**src/rtl/fifo_top.sv**
```systemverilog
// Single-clock first-word-fall-through FIFO with full/empty backpressure.
// Optional sticky OVERFLOW/UNDERFLOW outputs when FIFO_ERR_FLAGS_EN is defined.
module fifo_top #(
    parameter int unsigned DATA_WIDTH = 8,
    parameter int unsigned ADDR_WIDTH = 3
) (
    input  logic                  CLK,
    input  logic                  RST,
    input  logic                  W_INC,
    input  logic                  R_INC,
    input  logic [DATA_WIDTH-1:0] WR_DATA,
    output logic [DATA_WIDTH-1:0] RD_DATA,
    output logic                  FULL,
    output logic                  EMPTY
`ifdef FIFO_ERR_FLAGS_EN
    ,
    output logic                  OVERFLOW,
    output logic                  UNDERFLOW
`endif
);

    localparam int unsigned DEPTH = 1 << ADDR_WIDTH;
    localparam int unsigned PTR_W = ADDR_WIDTH + 1;

    logic [DATA_WIDTH-1:0] mem [DEPTH];
    logic [PTR_W-1:0]      wr_ptr;
    logic [PTR_W-1:0]      rd_ptr;
    logic                  wr_en;
    logic                  rd_en;

    // Requests are qualified by the flags seen before the edge.
    assign wr_en = W_INC & ~FULL;
    assign rd_en = R_INC & ~EMPTY;

    assign EMPTY   = (wr_ptr == rd_ptr);
    assign FULL    = (wr_ptr[ADDR_WIDTH] != rd_ptr[ADDR_WIDTH]) &&
                     (wr_ptr[ADDR_WIDTH-1:0] == rd_ptr[ADDR_WIDTH-1:0]);
    assign RD_DATA = mem[rd_ptr[ADDR_WIDTH-1:0]];

    // Storage is intentionally not reset.
    always_ff @(posedge CLK) begin
        if (wr_en) begin
            mem[wr_ptr[ADDR_WIDTH-1:0]] <= WR_DATA;
        end
    end

    always_ff @(posedge CLK or posedge RST) begin
        if (RST) begin
            wr_ptr <= '0;
            rd_ptr <= '0;
        end else begin
            if (wr_en) begin
                wr_ptr <= wr_ptr + PTR_W'(1);
            end
            if (rd_en) begin
                rd_ptr <= rd_ptr + PTR_W'(1);
            end
        end
    end

`ifdef FIFO_ERR_FLAGS_EN
    // Sticky error flags, cleared only by reset.
    always_ff @(posedge CLK or posedge RST) begin
        if (RST) begin
            OVERFLOW  <= 1'b0;
            UNDERFLOW <= 1'b0;
        end else begin
            if (W_INC && FULL) begin
                OVERFLOW <= 1'b1;
            end
            if (R_INC && EMPTY) begin
                UNDERFLOW <= 1'b1;
            end
        end
    end
`endif

endmodule

```
**config.mk**
```make
export PLATFORM = sky130hd
export DESIGN_NAME = fifo_top
export DESIGN_NICKNAME = d
export VERILOG_FILES = /design/src/rtl/fifo_top.sv
export SDC_FILE = /design/constraint.sdc
export NUM_CORES = 1
export LEC_CHECK = 0
export ABC_AREA = 1
export CAP_MARGIN = 40
export CORE_ASPECT_RATIO = 0.5
export CORE_MARGIN = 2
export CORE_UTILIZATION = 40
export CTS_CLUSTER_DIAMETER = 200
export DETAILED_ROUTE_END_ITERATION = 16
export PLACE_DENSITY = 0.56
export SYNTH_ARGS = -nofsm -noshare
export SYNTH_HDL_FRONTEND = slang
export SYNTH_SLANG_ARGS = --single-unit
export TNS_END_PERCENT = 50
```
**constraint.sdc**
```tcl
create_clock -name CLK -period 2.45 [get_ports CLK]
set_clock_uncertainty 0.15 [all_clocks]
set_input_delay 0.735 -clock CLK [delete_from_list [all_inputs] [get_ports CLK]]
set_output_delay 0.735 -clock CLK [all_outputs]
set_load 0.005 [all_outputs]
```
==> results of run 1 <==
[worst max-delay path by stage]
stage               cells past startpoint          to       from
CTS                                     8        FULL  rd_ptr[1]
global placement                        7  RD_DATA[2]  rd_ptr[0]
detailed placement                      7  RD_DATA[5]  rd_ptr[1]
global route                            8  RD_DATA[5]  rd_ptr[0]
floorplan                               7  RD_DATA[6]  rd_ptr[0]
finish                                  8  RD_DATA[3]  rd_ptr[0]
[flip-flops by register name, indices dropped and copies added, names as in the netlist]
register	cells
mem	64
wr_ptr	4
rd_ptr	4
[metal layers]
layer  up-vias  GRT usage  part of all wire
met1      1028     0.2906              0.45
met5         -          0                 0
met2        88     0.2761              0.44
met3         2    0.06553              0.11
li1       1044          -                 -
met4         0    0.05632            0.0019
[cells in the mapped netlist]
library cell | n | share of area
a21oi_2 | 1 | 0.0029
clkbuf_1 | 1 | 0.0012
nand2_1 | 55 | 0.068
nand3_2 | 1 | 0.0033
ha_1 | 2 | 0.0082
nand3_1 | 10 | 0.016
clkinv_2 | 1 | 0.0016
o21ai_0 | 32 | 0.052
buf_2 | 8 | 0.013
buf_6 | 1 | 0.0037
o22ai_1 | 16 | 0.033
clkbuf_2 | 2 | 0.0033
nand2_2 | 6 | 0.012
edfxtp_1 | 64 | 0.63
xor2_1 | 3 | 0.0086
inv_2 | 3 | 0.0037
nor2_1 | 42 | 0.052
dfrtp_1 | 8 | 0.066
inv_1 | 10 | 0.012
nand4_4 | 1 | 0.0070
nand2_4 | 1 | 0.0037
[through the flow]
step                hold slack (ps)    util  std cells  power (mW)
CTS                           359.5  0.5412        423       5.126
finish                        349.0  0.5422        423       5.110
detailed placement            344.6  0.4827        400       3.600
global route                  405.1  0.5422        423       5.444
global placement              337.7  0.4827        400       3.559
floorplan                     313.6       -        268       2.752
[kinds of logic after synthesis]
family / after synthesis
AND/OR/NAND/NOR: 116
flip-flops: 72
AO/OA/AOI/OAI: 49
buffers and inverters: 26
XOR/XNOR: 3
adder cells (fa/ha/maj): 2
[worst reg2reg max path, delay by kind of cell (launching register included)]
family	cells	cell delay, ps
buf+inv	4	670
simple gates	5	570
flops	1	400
[cell type report]
class / count / area [um2]
multi-input combinational: 170 / 858.3
clock inverter: 7 / 47.55
timing repair buffer: 55 / 573.1
inverter: 14 / 53.80
sequential: 72 / 2122
tap: 96 / 120.1
clock buffer: 9 / 225.2
fill: 645 / 3377
[repair_timing]
item / CTS / global route
setup endpoints to repair: 10 / 10
setup buffers: 4 / 0
cloned: 4 / 0
resized for setup: 82 / 8
hold endpoints to repair: 0 / 0
hold buffers: 0 / 0
pin swaps: 17 / 7
[power by group through the flow]
stage                     logic [mW]  clock network, mW  registers, mW
after floorplan                 1.10                  0           1.66
after global placement          1.88                  0           1.68
after detailed placement        1.91                  0           1.69
after CTS                       2.24               1.21           1.67
after global routing            2.48               1.28           1.69
final                           2.26               1.18           1.67
==> key figures, run 1 <==
Outcome
  – Outcome: finished, final reports clean

Logic synthesis
  – Post-synthesis mux area share: 0
  – Synth Area in Compound Gates: 0.08804
  – XOR/XNOR Fraction of Synth Area: 0.008600
  – Simple-Gate Fraction of Synth Area: 0.1618
  – Net count after synthesis: between 200 and 300
  – Synth unique cells: 21
  – Post-synthesis sequential area ratio: 0.6945
  – YS warnings: 0
  – Yosys reg bits: roughly 70
  – Synth Area in Adders: 0.008190
  – Syn Std Cell Area: roughly 3100 um2
  – Syn Inst Count: ~270
  – Syn_area_per_cell: 11.40 um2
  – Largest family of logic cells by synthesized area: simple AND/OR/NAND/NOR gates

Power and ir drop
  – PwrDens: 1278 nW/um2
  – Comb pwr share: 0.441
  – Net Sw Frac: 0.3598
  – Switching pwr: between 1.5 and 2 mW
  – Pleak: 1.577 nW
  – Flop pwr share: 0.327
  – Worst vdd ir: approximately 0.42 mV
  – P_int: 3.272 mW
  – Clock power share: 0.232

Global routing
  – Via count of the first global-routing pass: between 2k and 2.5k
  – Initial antenna violation count: 0
  – First-pass GRT wire length: 11740 um
  – Grt ovf: 0
  – Gr usage total: 0.1970
  – Pin count of the biggest net entering global routing: 19

Route
  – DRT Wirelength: 7241 um
  – Vias/cell: about 5.1
  – DRT Pass-1 Iters: 4
  – DR WL/cell: roughly 17 um
  – Final ANT Viol Nets: 0
  – DR vias: roughly 2.2k
  – Initial drt markers: 119
  – DRC viols: 0

Min path
  – Hold path start: wr_ptr[3]
  – Hold endpoint: wr_ptr[3]
  – WHS Path Cells: 2
  – Hold WC Path Type: reg2reg

STA
  – Fmax: roughly 410 MHz
  – Tmin final: between 2000 and 2500 ps
  – Worst-Margin Slew: between 300 and 400 ps
  – Crit share post-route: 0.9926
  – Final Slew Violations: 0
  – Final setup violation count: 0
  – TNS Setup: 0 ps
  – Setup WS post-layout: 18.18 ps
  – Final hold violations: 0
  – Normalized max-slew margin: 0.7595
  – Unrepaired setup endpoints after global routing: yes

CTS
  – CTS buffer count: 9
  – Worst-path clk slew: about 60 ps
  – CTS tree: yes
  – Clk Latency, worst-skew pair: between 300 and 400 ps
  – H-tree level count: 3
  – Clock sink total: 72
  – CTS root buffer: clkbuf_16
  – Bufs on Longest Clock Path: 2

Setup path
  – R2r startpoint: rd_ptr[0]
  – Slowest cell on crit path: dfrtp_1
  – Critical Path Max Stage Delay: 400 ps
  – Startpoint type of the worst setup path: flip-flop
  – Flop2flop setup slack: 360 ps
  – Worst Path Arrival: around 1600 ps
  – WS Path Type: reg2out
  – Worst r2r path cells: 9
  – WP data required: roughly 1600 ps
  – WP buf/inv: 4
  – Delay-heaviest family, CP: buffers and inverters
  – Crit path max fanout: 8
  – Worst setup EP type: primary output
  – Critical path cell sequence: inv_2 -> buf_12 -> buf_12 -> nor2_1 -> o22ai_1 -> nand2_1 -> nand2_1 -> buf_2
  – Crit Reg-Reg Endpoint: mem[2][5]

Placement
  – PortBufs: 21
  – DP HPWL: 4336 um
  – Place WS: slightly above 20 ps
  – Gpl congestion: 0.8155
  – Cell Area, Placed: ~3600 um2

Finish
  – Commonest non-fill, non-tap cell in the layout: edfxtp_1
  – Design Area, Final: 4000 um2
  – Nets: around 340
  – Area Growth Syn to Fin: 30.92%
  – Fraction of layout cells with a size suffix above 1: 0.2691
  – Most frequent cells in the layout: edfxtp_1 (64), nand2_1 (54), nor2_1 (40), buf_4 (21), o21ai_1 (18)
  – Diode count: 0

Die
  – Die W: around 130 um
  – Site row count: 22
  – Total die area: about 8400 um2
  – Starting Density: 0.4142
  – Core Region: ~7400 um2
  – Die Y-Extent: ~66 um
  – Boundary pin count: 22

Flow run
  – Max Cap Viol: 0
Power figures use the tool's default switching activity.
==> inputs of run 2 (changes only) <==
- SKIP_CTS_REPAIR_TIMING: unset -> 1
==> key figures, run 2 (synthesis gave the netlist of run 1 again) <==
Outcome
  – Outcome: finished with violations (was finished, final reports clean)
  – Violated checks: negative setup slack

STA
  – Unrepaired setup endpoints after global routing: yes (unchanged)
  – Final setup violation count: 7 (was 0)
  – Worst-Margin Slew: 354.7 ps (was 360.4 ps)
  – Tmin final: 2508 ps (was 2432 ps)
  – Final Slew Violations: 0 (unchanged)
  – Hold slack: 348.9 ps (was 349.0 ps)
  – Final hold violations: 0 (unchanged)
  – Fmax: 398.8 MHz (was 411.2 MHz)
  – Normalized max-slew margin: 0.7633 (was 0.7595)
  – TNS Setup: -230.2 ps (was 0 ps)
  – Setup WS post-layout: -57.65 ps (was 18.18 ps)
  – Crit share post-route: 1.024 (was 0.9926)

Setup path
  – Worst setup EP type: primary output (unchanged)
  – Flop2flop setup slack: 350 ps (was 360 ps)
  – Crit path max fanout: 11 (was 8)
  – WP buf/inv: 3 (was 4)
  – WS Path Type: reg2out (unchanged)
  – Startpoint type of the worst setup path: flip-flop (unchanged)
  – Worst Path Arrival: 1620 ps (was 1550 ps)
  – Crit Reg-Reg Endpoint: mem[2][5] (unchanged)
  – Critical path cell sequence: buf_12 -> buf_4 -> o21ai_0 -> o22ai_1 -> nand2_1 -> nand2_1 -> dlymetal6s2s_1 (was inv_2 -> buf_12 -> buf_12 -> nor2_1 -> o22ai_1 -> nand2_1 -> nand2_1 -> buf_2)
  – Critical Path Start: rd_ptr[0] (unchanged)
  – Slowest cell on crit path: dfrtp_2 (was dfrtp_1)
  – R2r startpoint: rd_ptr[1] (was rd_ptr[0])
  – Number of cells on the critical path: 7 (was 8)
  – Most frequent CP cell: nand2_1
  – WP data required: 1560 ps (about the same)
  – Worst r2r path cells: 10 (was 9)
  – Delay-heaviest family, CP: buffers and inverters (unchanged)
  – Critical Path Max Stage Delay: 450 ps (was 400 ps)

Route
  – Initial drt markers: 154 (was 119)
  – DRT Wirelength: 7490 um (was 7241 um)
  – Final ANT Viol Nets: 0 (unchanged)
  – DR WL/cell: 17.54 um (was 17.12 um)
  – Vias/cell: 5.091 (was 5.111)
  – DRC viols: 0 (unchanged)
  – DR vias: 2174 (was 2162)
  – DRT Pass-1 Iters: 4 (unchanged)

Global routing
  – Via count of the first global-routing pass: 2025 (was 2098)
  – Initial antenna violation count: 0 (unchanged)
  – Grt ovf: 0 (unchanged)
  – Gr usage total: 0.1814 (was 0.1970)
  – Pin count of the biggest net entering global routing: 37 (was 19)
  – First-pass GRT wire length: 10920 um (was 11740 um)

CTS
  – Worst-path clk slew: 60 ps (about the same)
  – Bufs on Longest Clock Path: 2 (unchanged)
  – CTS root buffer: clkbuf_16 (unchanged)
  – CTS buffer count: 9 (unchanged)
  – CTS tree: yes (unchanged)
  – Clock sink total: 72 (unchanged)
  – Clk Latency, worst-skew pair: 330 ps (about the same)
  – H-tree level count: 3 (unchanged)

Placement
  – PortBufs: 21 (unchanged)
  – DP HPWL: 4336 um (unchanged)
  – Gpl congestion: 0.8155 (unchanged)
  – Post-Place Cells: 400 (unchanged)

Finish
  – Area Growth Syn to Fin: 33.74% (was 30.92%)
  – Final cell count without fillers: 427 (was 423)
  – Nets: 340 (was 336)
  – Util after Layout: 0.5539 (was 0.5422)
  – Diode count: 0 (unchanged)
  – Largest register FFs: 64 (unchanged)
  – Commonest non-fill, non-tap cell in the layout: edfxtp_1 (unchanged)
  – Fraction of layout cells with a size suffix above 1: 0.2900 (was 0.2691)
  – Most frequent cells in the layout: edfxtp_1 (64), nand2_1 (55), nor2_1 (30), buf_4 (26) (was edfxtp_1 (64), nand2_1 (54), nor2_1 (40), buf_4 (21), o21ai_1 (18))

Die
  – Core Region: 7377 um2 (unchanged)
  – Boundary pin count: 22 (unchanged)
  – Site row count: 22 (unchanged)
  – Die Y-Extent: 65.80 um (unchanged)
  – Total die area: 8396 um2 (unchanged)
  – Starting Density: 0.4142 (unchanged)
  – Die W: 127.6 um (unchanged)

Flow run
  – Max Cap Viol: 0 (unchanged)

Power and ir drop
  – PwrDens: 1267 nW/um2 (was 1278 nW/um2)
  – Pleak: 1.665 nW (was 1.577 nW)
  – Worst vdd ir: 0.4303 mV (was 0.4204 mV)

Min path
  – WHS Path Cells: 2 (unchanged)
  – Hold endpoint: wr_ptr[3] (unchanged)
  – Hold path start: wr_ptr[3] (unchanged)
  – Hold WC Path Type: reg2reg (unchanged)
==> run 2: cell count changes in the layout (fill, tap and decap cells not counted), moves of 4 or more <==
cell / change
nor2_2: +10
o21ai_0: +9
buf_16: -4
dlymetal6s2s_1: +7
buf_2: -8
nor2_1: -10
o21ai_1: -10
buf_4: +5
==> run 2: final cells by class <==
class / instances / area, um2
Inverter: 14 / 58.81
Clock buffer: 9 / 225.2
Multi-Input combinational cell: 170 / 899.6
Tap cell: 96 / 120.1
Fill cell: 629 / 3291
Clock inverter: 7 / 47.55
Timing Repair Buffer: 59 / 610.6
Sequential cell: 72 / 2125
==> run 2: stage by stage <==
step | total power, mW | worst slack, ps | area, um2
floorplan | 2.752 | 467.6 | 3055
global placement | 3.559 | 29.07 | 3561
detailed placement | 3.600 | 20.34 | 3561
CTS | 4.799 | -358.9 | 3834
global route | 5.489 | -137.9 | 4086
finish | 5.177 | -57.65 | 4086
==> run 2: worst max path at each step <==
stage | end | slack [ps]
2_1_floorplan | RD_DATA[6] | 470
3_3_place_gp | RD_DATA[2] | 30
3_5_place_dp | RD_DATA[5] | 20
4_1_cts | RD_DATA[5] | -360
5_1_grt | RD_DATA[3] | -140
6_report | RD_DATA[3] | -60
==> run 2: report_power, final <==
part | leakage (nW) | switching, mW | internal, mW | total [mW]
sequential | 0.678 | 0.123 | 1.57 | 1.69
combinational | 0.856 | 1.25 | 1.05 | 2.30
clock | 0.132 | 0.507 | 0.684 | 1.19
==> run 2: layer usage <==
metal  up-vias  global-route usage  share of wire
met5         -                   0              0
met2        76              0.2600           0.44
met1      1044              0.2583           0.47
met4         0             0.05495         0.0095
li1       1048                   -              -
met3         6             0.06553          0.080
==> run 2: worst reg2reg max path, stage by stage, from the launching register on <==
cell and delay (ps):
dfrtp_2 450, inv_2 80, buf_4 160, nand2_1 70
nand2_2 90, clkinv_2 70, nand4_4 60, buf_4 160
nand3_2 100, nor2_1 210, buf_4 210
